<file path="src/rtl/voting_stream_plurality.sv">
// Streaming plurality vote: per-candidate counters filled from a valid/ready vote
// stream, scanned once per batch to present winner, its count and a tie flag.
module voting_stream_plurality #(
    parameter int unsigned N = 1,
    parameter int unsigned M = 4
) (
    input  logic         clk,
    input  logic         rst,
    input  logic         vote_valid,
    output logic         vote_ready,
    input  logic [N-1:0] vote_data,
    input  logic         vote_last,
    output logic         result_valid,
    input  logic         result_ready,
    output logic [N-1:0] winner,
    output logic [M:0]   winner_count,
    output logic         tie
);

    localparam int unsigned NumCand = 2 ** N;
    localparam int unsigned CntW    = M + 1;
    localparam int unsigned IdxW    = N;
    // Total just before the vote that fills the batch to 2**M.
    localparam logic [M:0]   LastTotal = CntW'((2 ** M) - 1);
    localparam logic [N-1:0] LastIdx   = IdxW'(NumCand - 1);

    typedef enum logic [1:0] {
        StAccum,
        StScan,
        StDone
    } state_e;

    state_e       state_q, state_d;
    logic [M:0]   cnt_q [NumCand];
    logic [M:0]   cnt_d [NumCand];
    logic [M:0]   total_q, total_d;
    logic [N-1:0] scan_idx_q, scan_idx_d;
    logic [N-1:0] best_idx_q, best_idx_d;
    logic [M:0]   best_cnt_q, best_cnt_d;
    logic         tie_q, tie_d;
    logic         vote_fire;
    logic         result_fire;

    assign vote_ready   = (state_q == StAccum);
    assign result_valid = (state_q == StDone);
    assign vote_fire    = vote_valid & vote_ready;
    assign result_fire  = result_valid & result_ready;
    assign winner       = best_idx_q;
    assign winner_count = best_cnt_q;
    assign tie          = tie_q;

    always_comb begin
        state_d    = state_q;
        cnt_d      = cnt_q;
        total_d    = total_q;
        scan_idx_d = scan_idx_q;
        best_idx_d = best_idx_q;
        best_cnt_d = best_cnt_q;
        tie_d      = tie_q;

        unique case (state_q)
            StAccum: begin
                if (vote_fire) begin
                    cnt_d[vote_data] = cnt_q[vote_data] + CntW'(1);
                    total_d          = total_q + CntW'(1);
                    if (vote_last || (total_q == LastTotal)) begin
                        state_d    = StScan;
                        scan_idx_d = '0;
                    end
                end
            end
            StScan: begin
                // Strict > keeps the lowest index on equal counts.
                if (scan_idx_q == '0) begin
                    best_idx_d = '0;
                    best_cnt_d = cnt_q[0];
                    tie_d      = 1'b0;
                end else if (cnt_q[scan_idx_q] > best_cnt_q) begin
                    best_idx_d = scan_idx_q;
                    best_cnt_d = cnt_q[scan_idx_q];
                    tie_d      = 1'b0;
                end else if (cnt_q[scan_idx_q] == best_cnt_q) begin
                    tie_d = 1'b1;
                end
                scan_idx_d = scan_idx_q + IdxW'(1);
                if (scan_idx_q == LastIdx) begin
                    state_d = StDone;
                end
            end
            StDone: begin
                if (result_fire) begin
                    for (int unsigned i = 0; i < NumCand; i++) begin
                        cnt_d[i] = '0;
                    end
                    total_d = '0;
                    state_d = StAccum;
                end
            end
            default: begin
                state_d = StAccum;
            end
        endcase
    end

    always_ff @(posedge clk) begin
        if (rst) begin
            state_q <= StAccum;
            for (int unsigned i = 0; i < NumCand; i++) begin
                cnt_q[i] <= '0;
            end
            total_q    <= '0;
            scan_idx_q <= '0;
            best_idx_q <= '0;
            best_cnt_q <= '0;
            tie_q      <= 1'b0;
        end else begin
            state_q    <= state_d;
            cnt_q      <= cnt_d;
            total_q    <= total_d;
            scan_idx_q <= scan_idx_d;
            best_idx_q <= best_idx_d;
            best_cnt_q <= best_cnt_d;
            tie_q      <= tie_d;
        end
    end

endmodule

</file>
<file path="config.mk">
export PLATFORM = sky130hd
export DESIGN_NAME = voting_stream_plurality
export DESIGN_NICKNAME = d
export VERILOG_FILES = /design/src/rtl/voting_stream_plurality.sv
export SDC_FILE = /design/constraint.sdc
export NUM_CORES = 1
export LEC_CHECK = 0
export ABC_AREA = 1
export CAP_MARGIN = 20
export CORE_ASPECT_RATIO = 1.25
export CORE_MARGIN = 3
export CORE_UTILIZATION = 45
export CTS_BUF_LIST = sky130_fd_sc_hd__clkbuf_4 sky130_fd_sc_hd__clkbuf_8
export CTS_CLUSTER_SIZE = 25
export DETAILED_ROUTE_END_ITERATION = 8
export DONT_BUFFER_PORTS = 1
export PLACE_DENSITY = 0.67
export SYNTH_ARGS = -nofsm -noshare
export SYNTH_HDL_FRONTEND = slang
export SYNTH_SLANG_ARGS = --single-unit
</file>
<file path="constraint.sdc">
create_clock -name clk -period 4 [get_ports clk]
set_input_delay 0.8 -clock clk [delete_from_list [all_inputs] [get_ports clk]]
set_output_delay 0.8 -clock clk [all_outputs]
set_load 0.01 [all_outputs]
</file>
==> After elaboration in Yosys (flattened, before gate mapping) <==
Cells that the tools add are included.
{ "word_totals": {"regBits": 25, "word_cells": 69, "out_inout_bits": 9} }
{ "op_classes": {"n_eq_ne": 10, "addsub": 3, "bitwise": 4, "n_lt_le_gt_ge": 4, "n_reduce_logical": 10, "mux": 30} }
{ "ops": {"columns": ["cell", "n"], "rows": [
  ["5-bit 2-to-1 mux", 11],
  ["10-bit 2-to-1 mux", 2],
  ["10-bit case mux with 2 select lines", 1],
  ["5-bit by 1-bit adder with 5-bit output, second input constant", 2],
  ["10-bit bitwise mux", 1],
  ["5-bit case mux with 2 select lines", 1],
  ["2-bit 2-to-1 mux", 4],
  ["2-bit by 1-bit inequality test with 1-bit output, second input constant", 4],
  ["1-bit 2-to-1 mux", 7],
  ["2-bit case mux with 3 select lines", 1],
  ["3-bit AND reduction", 2],
  ["5-bit demux with 1-bit select", 1],
  ["5-bit by 4-bit equality test with 1-bit output, second input constant", 1],
  ["5-bit equality test", 1],
  ["5-bit > comparator", 1],
  ["2-bit >= comparator, second input constant", 2],
  ["1-bit inverter with 2-bit output", 2],
  ["2-bit AND reduction", 2],
  ["4-bit AND reduction", 1],
  ["2-bit nonzero test", 2],
  ["3-bit by 1-bit inequality test with 1-bit output, second input constant", 1],
  ["1-bit bitwise AND", 2],
  ["2-bit by 1-bit equality test with 1-bit output, second input constant", 1],
  ["2-bit equality test, second input constant", 1],
  ["7 further kinds", 7]
]} }

==> Longest topological paths before layout <==
{ "depth": {"word_depth": 8, "depth_mapped": 13, "ltp_nobuf": 12} }

==> Worst setup path after synthesis <==
OpenSTA, ideal clock, no wires.
{ "synth_path": {"path_kind": "flip-flop to flip-flop", "from": "register scan_idx_q", "to": "register best_cnt_q[1] (netlist: winner_count[1])", "period_less_slack_ns": 1.861, "setup_slack_ns": 2.139, "path_stages_with_launch": 12, "required_ns": 3.885, "t_arrival_ns": 1.746, "n_path_buf": 2, "cell_sequence": "dfxtp_1 clkbuf_1 o21ai_0 ha_1 nand2_1 nor2_2 nand2_1 nand3_1 nand2_2 buf_6 a21oi_1 nor2_1"} }
{ "synth_between": {"elab_chain_len": 7} }
{ "synth_lines": {"columns": ["item", "line_no", "rtl"], "rows": [
  ["start, declared", "37", "logic [N-1:0] scan_idx_q, scan_idx_d;"],
  ["start signal, assigned", "120", "scan_idx_q <= scan_idx_d;"],
  ["1-bit inverter with 2-bit output (implied by the code)", "78, 80", null],
  ["5-bit 2-to-1 mux (implied by the code) (3 in a row)", "78, 80", null],
  ["5-bit > comparator", "78", "end else if (cnt_q[scan_idx_q] > best_cnt_q) begin"],
  ["2-bit by 1-bit inequality test with 1-bit output (no line)", null, null],
  ["2-bit AND reduction (no line)", null, null],
  ["end signal, assigned", "122", "best_cnt_q <= best_cnt_d;"],
  ["end, declared", "39", "logic [M:0] best_cnt_q, best_cnt_d;"]
]} }
Parallel ways exist; a longest one is shown, timed or not. The select of a mux whose other input is x is not followed.
A chain may end at the register's enable or synchronous reset.

==> Worst setup path in the final report <==
Ends and elaborated chain as after synthesis.

==> run summary <==
The share of the yosys chip area belonging to registers is 34.9%. The number of levels in the clock H-tree came out at 1. The antenna cell count came out at 0. The worst pin sits at a relative slew slack of 77.1%. The post-route setup TNS was 0 ps. TritonCTS built the clock tree.

The post-synthesis area per instance works out to 7.17 sq um. The run finished with clean final reports. In this run the deepest clock path goes through 2 buffers. The tools report the endpoint of the worst register-to-register path as winner_count[1]$_SDFFE_PP0P_. Counting the buffers created by CTS gives 3.

The library cell used most frequently in the layout, excluding fill and tap cells, is nand2_1. The weighted congestion reported at the end of routability-driven placement came out at 0.803. The critical path is of the reg -> reg type. The biggest cell delay along the critical path is 510 ps, and the slew at the pin closest to its max-slew limit is 343 ps. Row generation in the floorplan step produced 22 rows.

The floorplan step defined a core boundary enclosing 3000 sq um. In the synthesized netlist, mux cells make up 0% of the area. The first global-routing pass estimated 5130 um of wire.

STA puts the critical path data required time at 4210 ps. Entering global routing, the biggest net connects 16 pins. The slack of the worst reg-to-reg path came out at 1890 ps. The overall overflow remaining after global route is 0. The top cell types in the final layout, fill and taps aside, are 54 x nand2_1, 25 x dfxtp_1, 22 x inv_1, 18 x a21oi_1. Counting I/O delays and the setup requirement, the final critical path takes 2110 ps.

The worst min-delay path endpoint was cnt_q[9]$_SDFFE_PP0P_. The wire length per cell was 12.4 um; the cell depth of the worst min-delay path was 2. Initial antenna violation count: 0. The Yosys warning count is 0, and the xor and xnor area share after synthesis is 0.611%.

The run gives 0 as the hold-fix buffer count after cts. The count of input and output buffers came out at 0. The cell family with the largest share of critical-path delay was simple AND/OR/NAND/NOR gates.

Number of placed instances with taps included: 230. The tools report the remaining design rule violation count as 0. The most used flip-flop cell after synthesis is dfxtp_1.

The initial core utilization is 47.8%. Global routing used 15.7% of the available tracks. Clock-pin slew was measured on the worst setup and hold paths at 130 ps. The tools report the number of endpoints failing setup at the final stage as 0. The worst reg2reg path startpoint was scan_idx_q$_SDFFE_PP0P_. The area of the mapped netlist is 1430 sq um, and the final non-filler cell area is 1470 sq um. Across all hold checks on the routed design, the worst slack comes to 484 ps. The maximum net fanout on the critical path works out to 12. The layout net count was 213; the distinct cell type count after synthesis was 30. Of the total power, the clock network draws 23.2%. The tools report the peak ir drop on the vdd network as 0.204 mV.

The post-route netlist has 13.6% of its cells at a drive strength greater than 1. The run gives 3900 sq um as the die footprint. From synthesis to final layout, the design area changed by 2.27%.

The run gives 0 as the number of max-cap violations. The power per cell area was 340 nW/um^2; the number of nets in the synthesized netlist was 214. Buffers added to address setup during post-CTS repair amount to 0. The run gives 0.000347 W as the internal power consumption.

The pre-antenna-repair detailed-routing pass consisted of 4 iterations. The clock root buffer was clkbuf_4. The floorplan step set the die width to 56.5 um. Nature of the critical path endpoint: a flop. Measured along the y axis, the die boundary spans 69.1 um. Class of the tightest hold or removal check: reg -> reg. Total wirelength of the detailed-routed design: 2890 um. For this run, asynchronously set or reset flops after synthesis account for 0%. The startpoint identified for the worst hold timing path is cnt_q[9]$_SDFFE_PP0P_. For the worst flop-to-flop path, the logic depth is 9.

Between clock sinks in the finished design, the worst skew comes to 2.16 ps. After Yosys synthesis, and, or, nand and nor cells account for 34.5% of the synthesized area. The post-placement cell area is 1440 sq um, and the top-level I/O count is 15. The detailed-route vias per instance was 5.29. Setup repair after global routing left no endpoint under its margin. Data on the critical path arrives at its endpoint at 2330 ps.

Post-synthesis share of cell area spent on full adders, half adders and majority gates: 6.98%. The number of flops mapped to enable cells by yosys was 0; the number of nets with antenna violations after detailed routing was 0. The portion of the clock cycle consumed by the worst path in the final layout is 52.8%. The cell count after synthesis came out at 200. The tools report the peak clock frequency supported by timing as 473 MHz. Post-cts gate resize count: 0. Among all stages on the critical path, the largest delay is contributed by dfxtp_1.

Of the total power, the share spent switching nets is 30.5%. Leaving out filler cells and counting taps, the final layout contains 234. The number of max-slew violations in the final report was 0. The sum of buffers and inverters on the critical path works out to 2. The via count of the first global-routing pass was 1,196.

The tools report the startpoint type of the worst setup path as a flop. The synthesized netlist devotes 14.0% of its cell area to compound gates. The critical path goes through inv_1, or2_2, o21a_1, inv_1, ha_1, a21oi_2, nand2_2, a21oi_1, nor2_1. The tools report the power dissipated by switching net loads as 0.000152 W. For this run, the share of the core covered by cells in the final layout is 48.9%.

The run gives 1,238 as the total via count in the routed design. At the later pin of the worst-skew pair, clock insertion delay measures 300 ps. For this block, the initial DRC count from the detailed router was 22.

The synthesized design contains 25 register bits. For this design the static power due to leakage is 0.623 nW. The number of failing hold endpoints at the final stage was 0. Tracing the worst setup path back leads to its startpoint at scan_idx_q$_SDFFE_PP0P_. The wire-length estimate of the detail-placed layout is 2310 um. Combinational cells account for 20.7% of the total power.

For the proportion of power drawn by flip-flops and latches, the log shows 56.1%. After synthesis, the largest family of logic cells by area is simple AND/OR/NAND/NOR gates. CTS saw 25 sinks.

Counting stages on the worst path, the most repeated cell is inv_1.
## cells in the mapped netlist, types with 4 or more instances
library cell	n	area (sq um)
dfxtp_1	25	500
inv_1	22	82.6
o21ai_0	6	30.0
a21oi_1	18	90.1
nor2_1	11	41.3
nand4_1	4	25.0
nand2_2	5	31.3
nand3_1	11	55.1
nand2_1	54	203
ha_1	8	100
nand3_2	4	40.0
## metrics by stage
step / total power, W / worst slack [ps]
after floorplan: 0.000376 / 2140
after global placement: 0.000383 / 2000
after detailed placement: 0.000389 / 1900
after CTS: 0.000507 / 1880
after global routing: 0.000533 / 1700
final: 0.000499 / 1890
## power by group through the flow
| stage | Clock [W] | Combinational (W) | Sequential (W) |
|---|---|---|---|
| after floorplan | 0 | 0.0000950 | 0.000281 |
| after global placement | 0 | 0.0000977 | 0.000285 |
| after detailed placement | 0 | 0.000103 | 0.000286 |
| after CTS | 0.000123 | 0.000104 | 0.000280 |
| after global routing | 0.000133 | 0.000117 | 0.000282 |
| final | 0.000116 | 0.000103 | 0.000280 |
## worst max path at each step
stage / endpoint / depth (start not counted)
6_report: winner_count[1]$_SDFFE_PP0P_ / 9
5_1_grt: winner_count[1]$_SDFFE_PP0P_ / 11
4_1_cts: winner_count[1]$_SDFFE_PP0P_ / 9
3_5_place_dp: winner_count[1]$_SDFFE_PP0P_ / 9
3_3_place_gp: winner_count[1]$_SDFFE_PP0P_ / 9
2_1_floorplan: winner_count[1]$_SDFFE_PP0P_ / 11
## per-layer routing
layer / vias to the layer above / global-route usage (%) / wire length [um]
met1: 572 / 18.2 / 1210
met4: 0 / 3.96 / 18
met2: 20 / 29.0 / 1540
li1: 644 / - / -
met5: - / 0 / 0
met3: 2 / 2.43 / 118
## cell families (layout without fill, tap and decap cells)
kind of cell | after synthesis | count (layout)
flip-flops | 25 | 25
AO/OA/AOI/OAI | 35 | 35
buffers and inverters | 29 | 27
XOR/XNOR | 1 | 1
adder cells (fa/ha/maj) | 8 | 8
AND/OR/NAND/NOR | 102 | 102
## area by class of cell
class                      instances  area [sq um]
fill                             304          1530
multi-input combinational        146           805
sequential                        25           500
inverter                          23          86.3
tap                               36          45.0
clock buffer                       4          30.0
## registers in the layout, indices dropped and copies added, names as in the netlist
register      flops
cnt_q            10
winner            1
scan_idx_q        1
total_q           5
winner_count      5
state_q           2
tie               1
## tightest hold or removal path: stages (launching register included)
cell	delay [ps]
dfxtp_1	340
nand2_1	60
a21oi_1	60
Note: power is estimated with default switching activity, not from simulation.
